`src/rtl/bus_interconnect.sv`:
```
// Host-to-device bus: round-robin arbitration over N hosts, base/mask decode over M devices,
// one outstanding req/gnt/rvalid transaction at a time, with decode errors returned to the host.
module bus_interconnect #(
   parameter int NrHosts      = 2,
   parameter int NrDevices    = 2,
   parameter int DataWidth    = 32,
   parameter int AddressWidth = 32,
   parameter int HostIdxW     = (NrHosts > 1) ? $clog2(NrHosts) : 1,
   parameter int DevIdxW      = (NrDevices > 1) ? $clog2(NrDevices) : 1
) (
   input  logic                              clk_i,
   input  logic                              rst_i,
   input  logic [NrHosts-1:0]                host_req_i,
   input  logic [NrHosts-1:0]                host_we_i,
   input  logic [NrHosts*DataWidth/8-1:0]    host_be_i,
   input  logic [NrHosts*AddressWidth-1:0]   host_addr_i,
   input  logic [NrHosts*DataWidth-1:0]      host_wdata_i,
   output logic [NrHosts-1:0]                host_gnt_o,
   output logic [NrHosts-1:0]                host_rvalid_o,
   output logic [NrHosts*DataWidth-1:0]      host_rdata_o,
   output logic [NrHosts-1:0]                host_err_o,
   input  logic [NrDevices*AddressWidth-1:0] cfg_device_addr_base_i,
   input  logic [NrDevices*AddressWidth-1:0] cfg_device_addr_mask_i,
   output logic [NrDevices-1:0]              device_req_o,
   output logic                              device_we_o,
   output logic [DataWidth/8-1:0]            device_be_o,
   output logic [AddressWidth-1:0]           device_addr_o,
   output logic [DataWidth-1:0]              device_wdata_o,
   input  logic [NrDevices-1:0]              device_gnt_i,
   input  logic [NrDevices-1:0]              device_rvalid_i,
   input  logic [NrDevices*DataWidth-1:0]    device_rdata_i
);

   localparam int BeW = DataWidth / 8;

   typedef enum logic [1:0] {
      StIdle,
      StAddr,
      StData,
      StErr
   } state_e;

   state_e                state_q, state_d;
   logic [HostIdxW-1:0]   rrPtr_q, rrPtr_d;
   logic [HostIdxW-1:0]   hostSel_q, hostSel_d;
   logic [DevIdxW-1:0]    devSel_q, devSel_d;

   logic                  arbValid;
   logic [HostIdxW-1:0]   arbHost;
   logic [AddressWidth-1:0] arbAddr;
   logic                  decHit;
   logic [DevIdxW-1:0]    decDev;
   logic                  busActive;
   logic [HostIdxW-1:0]   busHost;
   logic [DataWidth-1:0]  rspData;

   // Walk downward so the requester closest after rrPtr_q is the last one assigned.
   always_comb begin
      int idx;
      idx      = 0;
      arbValid = 1'b0;
      arbHost  = '0;
      for (int i = NrHosts; i >= 1; i--) begin
         idx = (int'(rrPtr_q) + i) % NrHosts;
         if (host_req_i[HostIdxW'(idx)]) begin
            arbValid = 1'b1;
            arbHost  = HostIdxW'(idx);
         end
      end
   end

   // Same downward trick: the lowest matching device index wins overlapping windows.
   always_comb begin
      arbAddr = host_addr_i[int'(arbHost)*AddressWidth +: AddressWidth];
      decHit  = 1'b0;
      decDev  = '0;
      for (int d = NrDevices - 1; d >= 0; d--) begin
         if ((arbAddr & cfg_device_addr_mask_i[d*AddressWidth +: AddressWidth]) ==
             cfg_device_addr_base_i[d*AddressWidth +: AddressWidth]) begin
            decHit = 1'b1;
            decDev = DevIdxW'(d);
         end
      end
   end

   always_comb begin
      state_d       = state_q;
      rrPtr_d       = rrPtr_q;
      hostSel_d     = hostSel_q;
      devSel_d      = devSel_q;
      busActive     = 1'b0;
      busHost       = hostSel_q;
      rspData       = '0;
      host_gnt_o    = '0;
      host_rvalid_o = '0;
      host_err_o    = '0;
      device_req_o  = '0;

      case (state_q)
         StIdle: begin
            if (arbValid) begin
               hostSel_d = arbHost;
               busHost   = arbHost;
               if (decHit) begin
                  device_req_o[decDev] = 1'b1;
                  busActive            = 1'b1;
                  devSel_d             = decDev;
                  if (device_gnt_i[decDev]) begin
                     host_gnt_o[arbHost] = 1'b1;
                     rrPtr_d             = arbHost;
                     state_d             = StData;
                  end else begin
                     state_d = StAddr;
                  end
               end else begin
                  host_gnt_o[arbHost] = 1'b1;
                  rrPtr_d             = arbHost;
                  state_d             = StErr;
               end
            end
         end
         StAddr: begin
            device_req_o[devSel_q] = 1'b1;
            busActive              = 1'b1;
            if (device_gnt_i[devSel_q]) begin
               host_gnt_o[hostSel_q] = 1'b1;
               rrPtr_d               = hostSel_q;
               state_d               = StData;
            end
         end
         StData: begin
            if (device_rvalid_i[devSel_q]) begin
               host_rvalid_o[hostSel_q] = 1'b1;
               rspData = device_rdata_i[int'(devSel_q)*DataWidth +: DataWidth];
               state_d = StIdle;
            end
         end
         StErr: begin
            host_rvalid_o[hostSel_q] = 1'b1;
            host_err_o[hostSel_q]    = 1'b1;
            state_d                  = StIdle;
         end
         default: state_d = StIdle;
      endcase

      device_we_o    = 1'b0;
      device_be_o    = '0;
      device_addr_o  = '0;
      device_wdata_o = '0;
      if (busActive) begin
         device_we_o    = host_we_i[busHost];
         device_be_o    = host_be_i[int'(busHost)*BeW +: BeW];
         device_addr_o  = host_addr_i[int'(busHost)*AddressWidth +: AddressWidth];
         device_wdata_o = host_wdata_i[int'(busHost)*DataWidth +: DataWidth];
      end
      host_rdata_o = {NrHosts{rspData}};

      // Outputs must drop the moment reset asserts, not at the next edge.
      if (!rst_i) begin
         host_gnt_o     = '0;
         host_rvalid_o  = '0;
         host_err_o     = '0;
         host_rdata_o   = '0;
         device_req_o   = '0;
         device_we_o    = 1'b0;
         device_be_o    = '0;
         device_addr_o  = '0;
         device_wdata_o = '0;
      end
   end

   always_ff @(posedge clk_i or negedge rst_i) begin
      if (!rst_i) begin
         state_q   <= StIdle;
         rrPtr_q   <= HostIdxW'(NrHosts - 1);
         hostSel_q <= '0;
         devSel_q  <= '0;
      end else begin
         state_q   <= state_d;
         rrPtr_q   <= rrPtr_d;
         hostSel_q <= hostSel_d;
         devSel_q  <= devSel_d;
      end
   end

endmodule

```
`config.mk`:
```
export PLATFORM = sky130hd
export DESIGN_NAME = bus_interconnect
export DESIGN_NICKNAME = d
export VERILOG_FILES = /design/src/rtl/bus_interconnect.sv
export SDC_FILE = /design/constraint.sdc
export NUM_CORES = 1
export LEC_CHECK = 0
export BUFFER_PORTS_ARGS = -buffer_cell sky130_fd_sc_hd__buf_4
export CORE_AREA = 5 5 182 184
export CTS_BUF_LIST = sky130_fd_sc_hd__clkbuf_4
export DETAILED_ROUTE_END_ITERATION = 12
export DIE_AREA = 0 0 187 189
export GPL_TIMING_DRIVEN = 0
export PLACE_DENSITY = 0.47
export SKIP_CTS_REPAIR_TIMING = 1
export SLEW_MARGIN = 20
export SYNTH_ARGS = -nofsm -noshare
export SYNTH_HDL_FRONTEND = slang
export SYNTH_SLANG_ARGS = --single-unit
```
`constraint.sdc`:
```
create_clock -name clk_i -period 3 [get_ports clk_i]
set_input_delay 0.45 -clock clk_i [delete_from_list [all_inputs] [get_ports clk_i]]
set_output_delay 0.45 -clock clk_i [all_outputs]
set_load 0.01 [all_outputs]
```
==> out/metrics.cfg, run 1 <==
[outcome]
status=complete, but fails checks
violations=negative setup slack

[floorplanning]
fp.dieW_um=187
placementRows=65
die_area_um2=35300
die_h_um=189
core-area_um2=31200
initial_core_util_pct=14.2
io-pin-count=479

[sta]
max_freq_mhz=240
setup_ws_ns=-1.16
finalClockSkew_ns=0.00352
fin_crit_ns=4.16
rsz0062_at_grt=true
setup_viol=77
fin_crit_sh_pct=139
hold_ws_ns=0.168
hold_viol=0
worst_pin_slew_ns=1.19
maxSlewViolCount=0
max-slew-margin-rel_pct=20.4

[logic_synthesis]
synth-seq-area-share_pct=2.85
synth-main-ff-cell=dfrtp_1
ys_async_sr_fraction_pct=100
synth_area_um2=4430
yosys_warnings=0
syn_area_per_cell_um2=7.81
yosysUniqueCellTypes=38
ys_seq_elements=5
synth_edf_count=0
synth_nets=905
syn_inst=567

[cells_and_area]
layout_commonest_cell=buf_4
design_area_um2=9600
drive_gt1_share_pct=60.0
antenna_cells=0
num-fill-cells=3440
final_nets=1427
area_growth_pct=117
final_cell_mix=buf_4 (537), mux2i_1 (102), and4b_1 (64)

[pwr]
netSwitchingFraction_pct=53.0
power_leakage_uw=0.00464
power_frac_seq_pct=3.7
pwr-share-clk_pct=2.1
combPwrFrac_pct=94.2
p_int_uw=2070
p_sw_uw=2340
p_per_area_nw_per_um2=460
peakVddDrop_mv=0.192

[place]
port_buffers=477
place_area_um2=8600
gp_congestion=0.868
hpwl_um=31000

[drt]
vias_per_cell=4.62
ant_nets=0
drcViolationCount=0
drt-total-wl_um=37700
vias=6889
drtPass1Iterations=5
drtIter0Drc=320
wire_per_inst_um=25.3

[clocking]
clock_latency_ns=0.25
cts_buffer_depth=2
clockRootBuffer=clkbuf_4
clock_sinks=5
ctsHtreeMaxLevel=1
numCtsBuffers=3
clkSlewWorstSetupHoldPaths_ns=0.05
cts_tree=done

[worst_setup_path]
cp.arrival_ns=3.71
cp-start-kind=primary input
slowest_delay_ns=0.40
required_ns=2.55
cpMaxStageDelayCell=clkbuf_2
cp_max_fo=10
setup.worst_path.end_class=output pin
path_class=primary input to output pin
worstPathCellList=buf_4 > clkbuf_2 > buf_2 > and4b_1 > a31oi_4 > xor2_2 > nand4_1 > nor4_4 > buf_6 > and2_4 > o21ai_4 > buf_2 > a211oi_2 > buf_4

[global_routing]
grt_pass1_vias=7202
grt_pass1_wl_um=50800
grt-ovfl-total=0
grt.total_usage_pct=19.2
antenna_found_initial=4
grt_start_max_net_pins=11

[worst_hold_path]
hp-class=primary input to asynchronous set/reset pin

[flow_run]
drv_cap=0

[metrics by stage]
stage / power (uW) / setup slack [ns] / cells / util [%] / TNS (ns)
2_1_floorplan: 2100 / 0.00431 / 567 / - / 0
3_3_place_gp: 3740 / -2.42 / 1446 / 27.5 / -169.72
3_5_place_dp: 3730 / -2.42 / 1446 / 27.5 / -169.10
4_1_cts: 3840 / -2.43 / 1450 / 27.6 / -168.76
5_1_grt: 4670 / -1.24 / 1490 / 30.7 / -85.82
6_report: 4410 / -1.16 / 1490 / 30.7 / -79.03
[kinds of logic (layout without fill, tap and decap cells)]
logic type	after synthesis	count (layout)	share of synthesized area, %
and+or+nand+nor	147	147	24.0
muxes	102	102	23.1
DFF	5	5	2.85
xor gates and xnor gates	64	64	12.7
AOI/OAI and AO/OA	151	151	24.6
buffers and inverters	98	619	12.9
[power groups by stage]
stage,registers (uW),clock network (uW),logic (uW)
global route,171,104,4390
global placement,135,0,3600
CTS,134,96.8,3600
floorplan,120,0,1980
finish,165,93.3,4160
detailed placement,135,0,3590
[synth_stat cells, types with 5 or more instances]
library cell    n  area [um2]
buf_2          11        55.1
a211oi_1       59         443
mux2i_1       102        1020
clkbuf_1       35         131
xor2_1         64         561
buf_1           5        18.8
nand2b_1        6        37.5
a31oi_1        65         407
and4b_1        64         641
nor2_1         38         143
a21oi_1         6        30.0
nand2_1         7        26.3
a211oi_2       10         125
nand4_1        17         106
buf_6           8        90.1
buf_4          34         255
[worst paths after layout]
| check | startpoint | cells past startpoint | end | slack (ns) |
|---|---|---|---|---|
| setup / recovery | host_req_i[0] | 14 | device_wdata_o[15] | -1.16 |
| hold / removal | rst_i | 1 | rrPtr_q$_DFFE_PN1P_ | 0.17 |
| hold reg to reg | state_q[1]$_DFFE_PN0P_ | 2 | state_q[0]$_DFFE_PN0P_ | 0.65 |
| setup reg to reg | rrPtr_q$_DFFE_PN1P_ | 14 | rrPtr_q$_DFFE_PN1P_ | -0.19 |
| max in group asynchronous | rst_i | 2 | hostSel_q$_DFF_PN0_ | 2.19 |
| min in group clk_i | device_gnt_i[0] | 3 | state_q[0]$_DFFE_PN0P_ | 0.49 |
[flip-flops by register name (all words and copies together) (netlist names)]
register	cells
state_q	2
hostSel_q	1
devSel_q	1
rrPtr_q	1
[area by class of cell]
cell class | instances | area, um2 | area share [%]
Buffer | 93 | 736 | 7.67
Clock buffer | 4 | 30.0 | 0.313
Inverter | 5 | 18.8 | 0.196
Multi-Input combinational cell | 464 | 4170 | 43.4
Sequential cell | 5 | 130 | 1.36
Tap cell | 402 | 503 | 5.24
Timing Repair Buffer | 517 | 4010 | 41.8
[critical path, delay by kind of cell]
| kind | cells | cell delay, ns |
|---|---|---|
| AO/OA/AOI/OAI | 3 | 0.53 |
| XOR/XNOR | 1 | 0.27 |
| buffers and inverters | 6 | 1.49 |
| AND/OR/NAND/NOR | 4 | 0.96 |
[layer usage]
metal  wire [um]  vias up  track usage [%]
met3        2510       27             4.06
met4         499        6             2.76
li1            -     3232                -
met5          36        -                0
met1       14600     3283             22.4
met2       20100      341             36.7
Power figures use the tool's default switching activity.
==> run 2, diff against run 1 <==
- CORE_AREA: 5 5 182 184 -> 5 5 183 185
- DIE_AREA: 0 0 187 189 -> 0 0 188 190
- PLACE_DENSITY: 0.47 -> 0.46
- clock period: 3 -> 4.9 ns (I/O delays scaled with it)
==> out/metrics.cfg, run 2 (synthesis results as in run 1) <==
[outcome]
status=finished, final reports clean

[place]
hpwl_um=31400  ; +1.2%
port_buffers=477  ; unchanged
gp_congestion=0.830  ; -4.3%

[worst_setup_path]
cp-start-kind=primary input
cp.arrival_ns=3.94  ; +0.23 ns
ff2ff_setup_slack_ns=1.75  ; +1.94 ns
setup.worst_path.end_class=output pin
required_ns=4.16  ; +1.61 ns
reg2regPathDepth=11  ; -3
reg2reg_from=rrPtr_q$_DFFE_PN1P_
cp_max_fo=10  ; unchanged
startpoint=host_req_i[0]
cp-endpoint=device_addr_o[1]
path_class=primary input to output pin
worstReg2RegEnd=state_q[1]$_DFFE_PN0P_

[cells_and_area]
area_growth_pct=96.1
drive_gt1_share_pct=54.4  ; -5.6 points
layout_commonest_cell=buf_4
final_nets=1388  ; -2.7%
regMostFlops=state_q
largest_reg_flops=2  ; unchanged
final_cell_mix=buf_4 (514), mux2i_1 (102), and4b_1 (64)
utilization_pct=27.2  ; -3.5 points

[drt]
drcViolationCount=0  ; unchanged
drt-total-wl_um=36900  ; -2.3%
drtPass1Iterations=7  ; +2
drtIter0Drc=318  ; -0.63%
wire_per_inst_um=25.3  ; -0.15%
vias_per_cell=4.54  ; -1.7%
vias=6625  ; -3.8%
ant_nets=0  ; unchanged

[sta]
hold_viol=0  ; unchanged
max_freq_mhz=214
setup_viol=0  ; -100%
finalClockSkew_ns=0.000893  ; -0.00263 ns
rsz0062_at_grt=false
fin_crit_sh_pct=95.5
fin_crit_ns=4.68
worst_pin_slew_ns=0.847  ; -0.347 ns
max-slew-margin-rel_pct=43.6  ; +23 points
maxSlewViolCount=0  ; unchanged

[clocking]
numCtsBuffers=3  ; unchanged
cts_buffer_depth=2  ; unchanged
cts_tree=done
clock_latency_ns=0.25  ; about the same
clockRootBuffer=clkbuf_4
ctsHtreeMaxLevel=1  ; unchanged
clock_sinks=5  ; unchanged
clkSlewWorstSetupHoldPaths_ns=0.05  ; about the same

[floorplanning]
placementRows=66  ; +1.5%
io-pin-count=479  ; unchanged
core-area_um2=31900  ; +2.1%
die_h_um=190  ; +0.53%
die_area_um2=35700  ; +1.1%
fp.dieW_um=188  ; +0.53%
initial_core_util_pct=13.9  ; -0.29 points

[pwr]
total_power_uw=2300  ; -48%
peakVddDrop_mv=0.117  ; -39%
power_leakage_uw=0.00428  ; -7.7%
p_per_area_nw_per_um2=265  ; -42%

[global_routing]
antenna_found_initial=2  ; -2
grt_start_max_net_pins=11  ; unchanged
grt_pass1_wl_um=50900  ; +0.26%
grt-ovfl-total=0  ; unchanged
grt_pass1_vias=7321  ; +1.7%
grt.total_usage_pct=19.2  ; +0.075 points

[flow_run]
drv_cap=0  ; unchanged

[worst_hold_path]
hp-class=primary input to asynchronous set/reset pin

[run 2: cell types whose count changed in the layout (fill, tap and decap cells not counted), sizes merged]
cell	change
clkbuf	-1
buf	-37
diode	+1
dlygate4sd3	-1
[run 2: metal layers]
metal / vias to the layer above / part of all wire (%) / global-route usage, %
met2: 327 / 52 / 36.7
met4: 2 / 1.0 / 2.51
met5: - / 0.054 / 0
met1: 3115 / 40 / 22.9
met3: 21 / 6.8 / 3.69
li1: 3160 / - / -
[run 2: how the worst min path moves through the flow]
stage                                   endpoint  slack, ns  depth (start not counted)
final                     state_q[1]$_DFFE_PN0P_       0.30                          1
after global routing      state_q[1]$_DFFE_PN0P_       0.30                          1
after CTS                 state_q[0]$_DFFE_PN0P_       0.29                          1
after detailed placement  state_q[1]$_DFFE_PN0P_       0.56                          1
after global placement    state_q[1]$_DFFE_PN0P_       0.56                          1
after floorplan             devSel_q$_DFFE_PN0N_       0.44                          0
[run 2: report_power, final]
part           internal (uW)  switching [uW]  leakage [uW]
Clock                   36.5            19.3     0.0000184
Sequential              61.4            21.5     0.0000616
Combinational            917            1240       0.00420
[run 2: metrics by stage]
stage | std cells | hold slack (ns) | setup WS [ns] | setup TNS, ns | instance area, um2
floorplan | 567 | 0.439 | 1.39 | 0 | 4430
global placement | 1452 | 0.559 | -0.821 | -47.22 | 8520
detailed placement | 1452 | 0.558 | -0.891 | -51.47 | 8520
CTS | 1456 | 0.293 | -0.904 | -52.60 | 8550
global route | 1458 | 0.298 | 0.0696 | 0 | 8680
finish | 1458 | 0.299 | 0.223 | 0 | 8680
[run 2: final cells by class]
type	instances	area, um2
multi-input cells	464	3820
plain buffers	93	581
inverters	5	18.8
well taps	408	510
fillers	3541	23200
repair buffers	478	3590
clock buffers	4	30.0
diodes	1	2.50
flip-flops and latches	5	126
[run 2: critical path: stages]
cell and delay, ns:
buf_4 0.16, clkbuf_2 0.28, buf_4 0.29, and4b_1 0.19, a31oi_1 0.27, xor2_1 0.19
nand4_1 0.25, nor4_4 0.30, and2_2 0.29, o21ai_4 0.14, buf_2 0.23, a211oi_1 0.40
buf_4 0.20
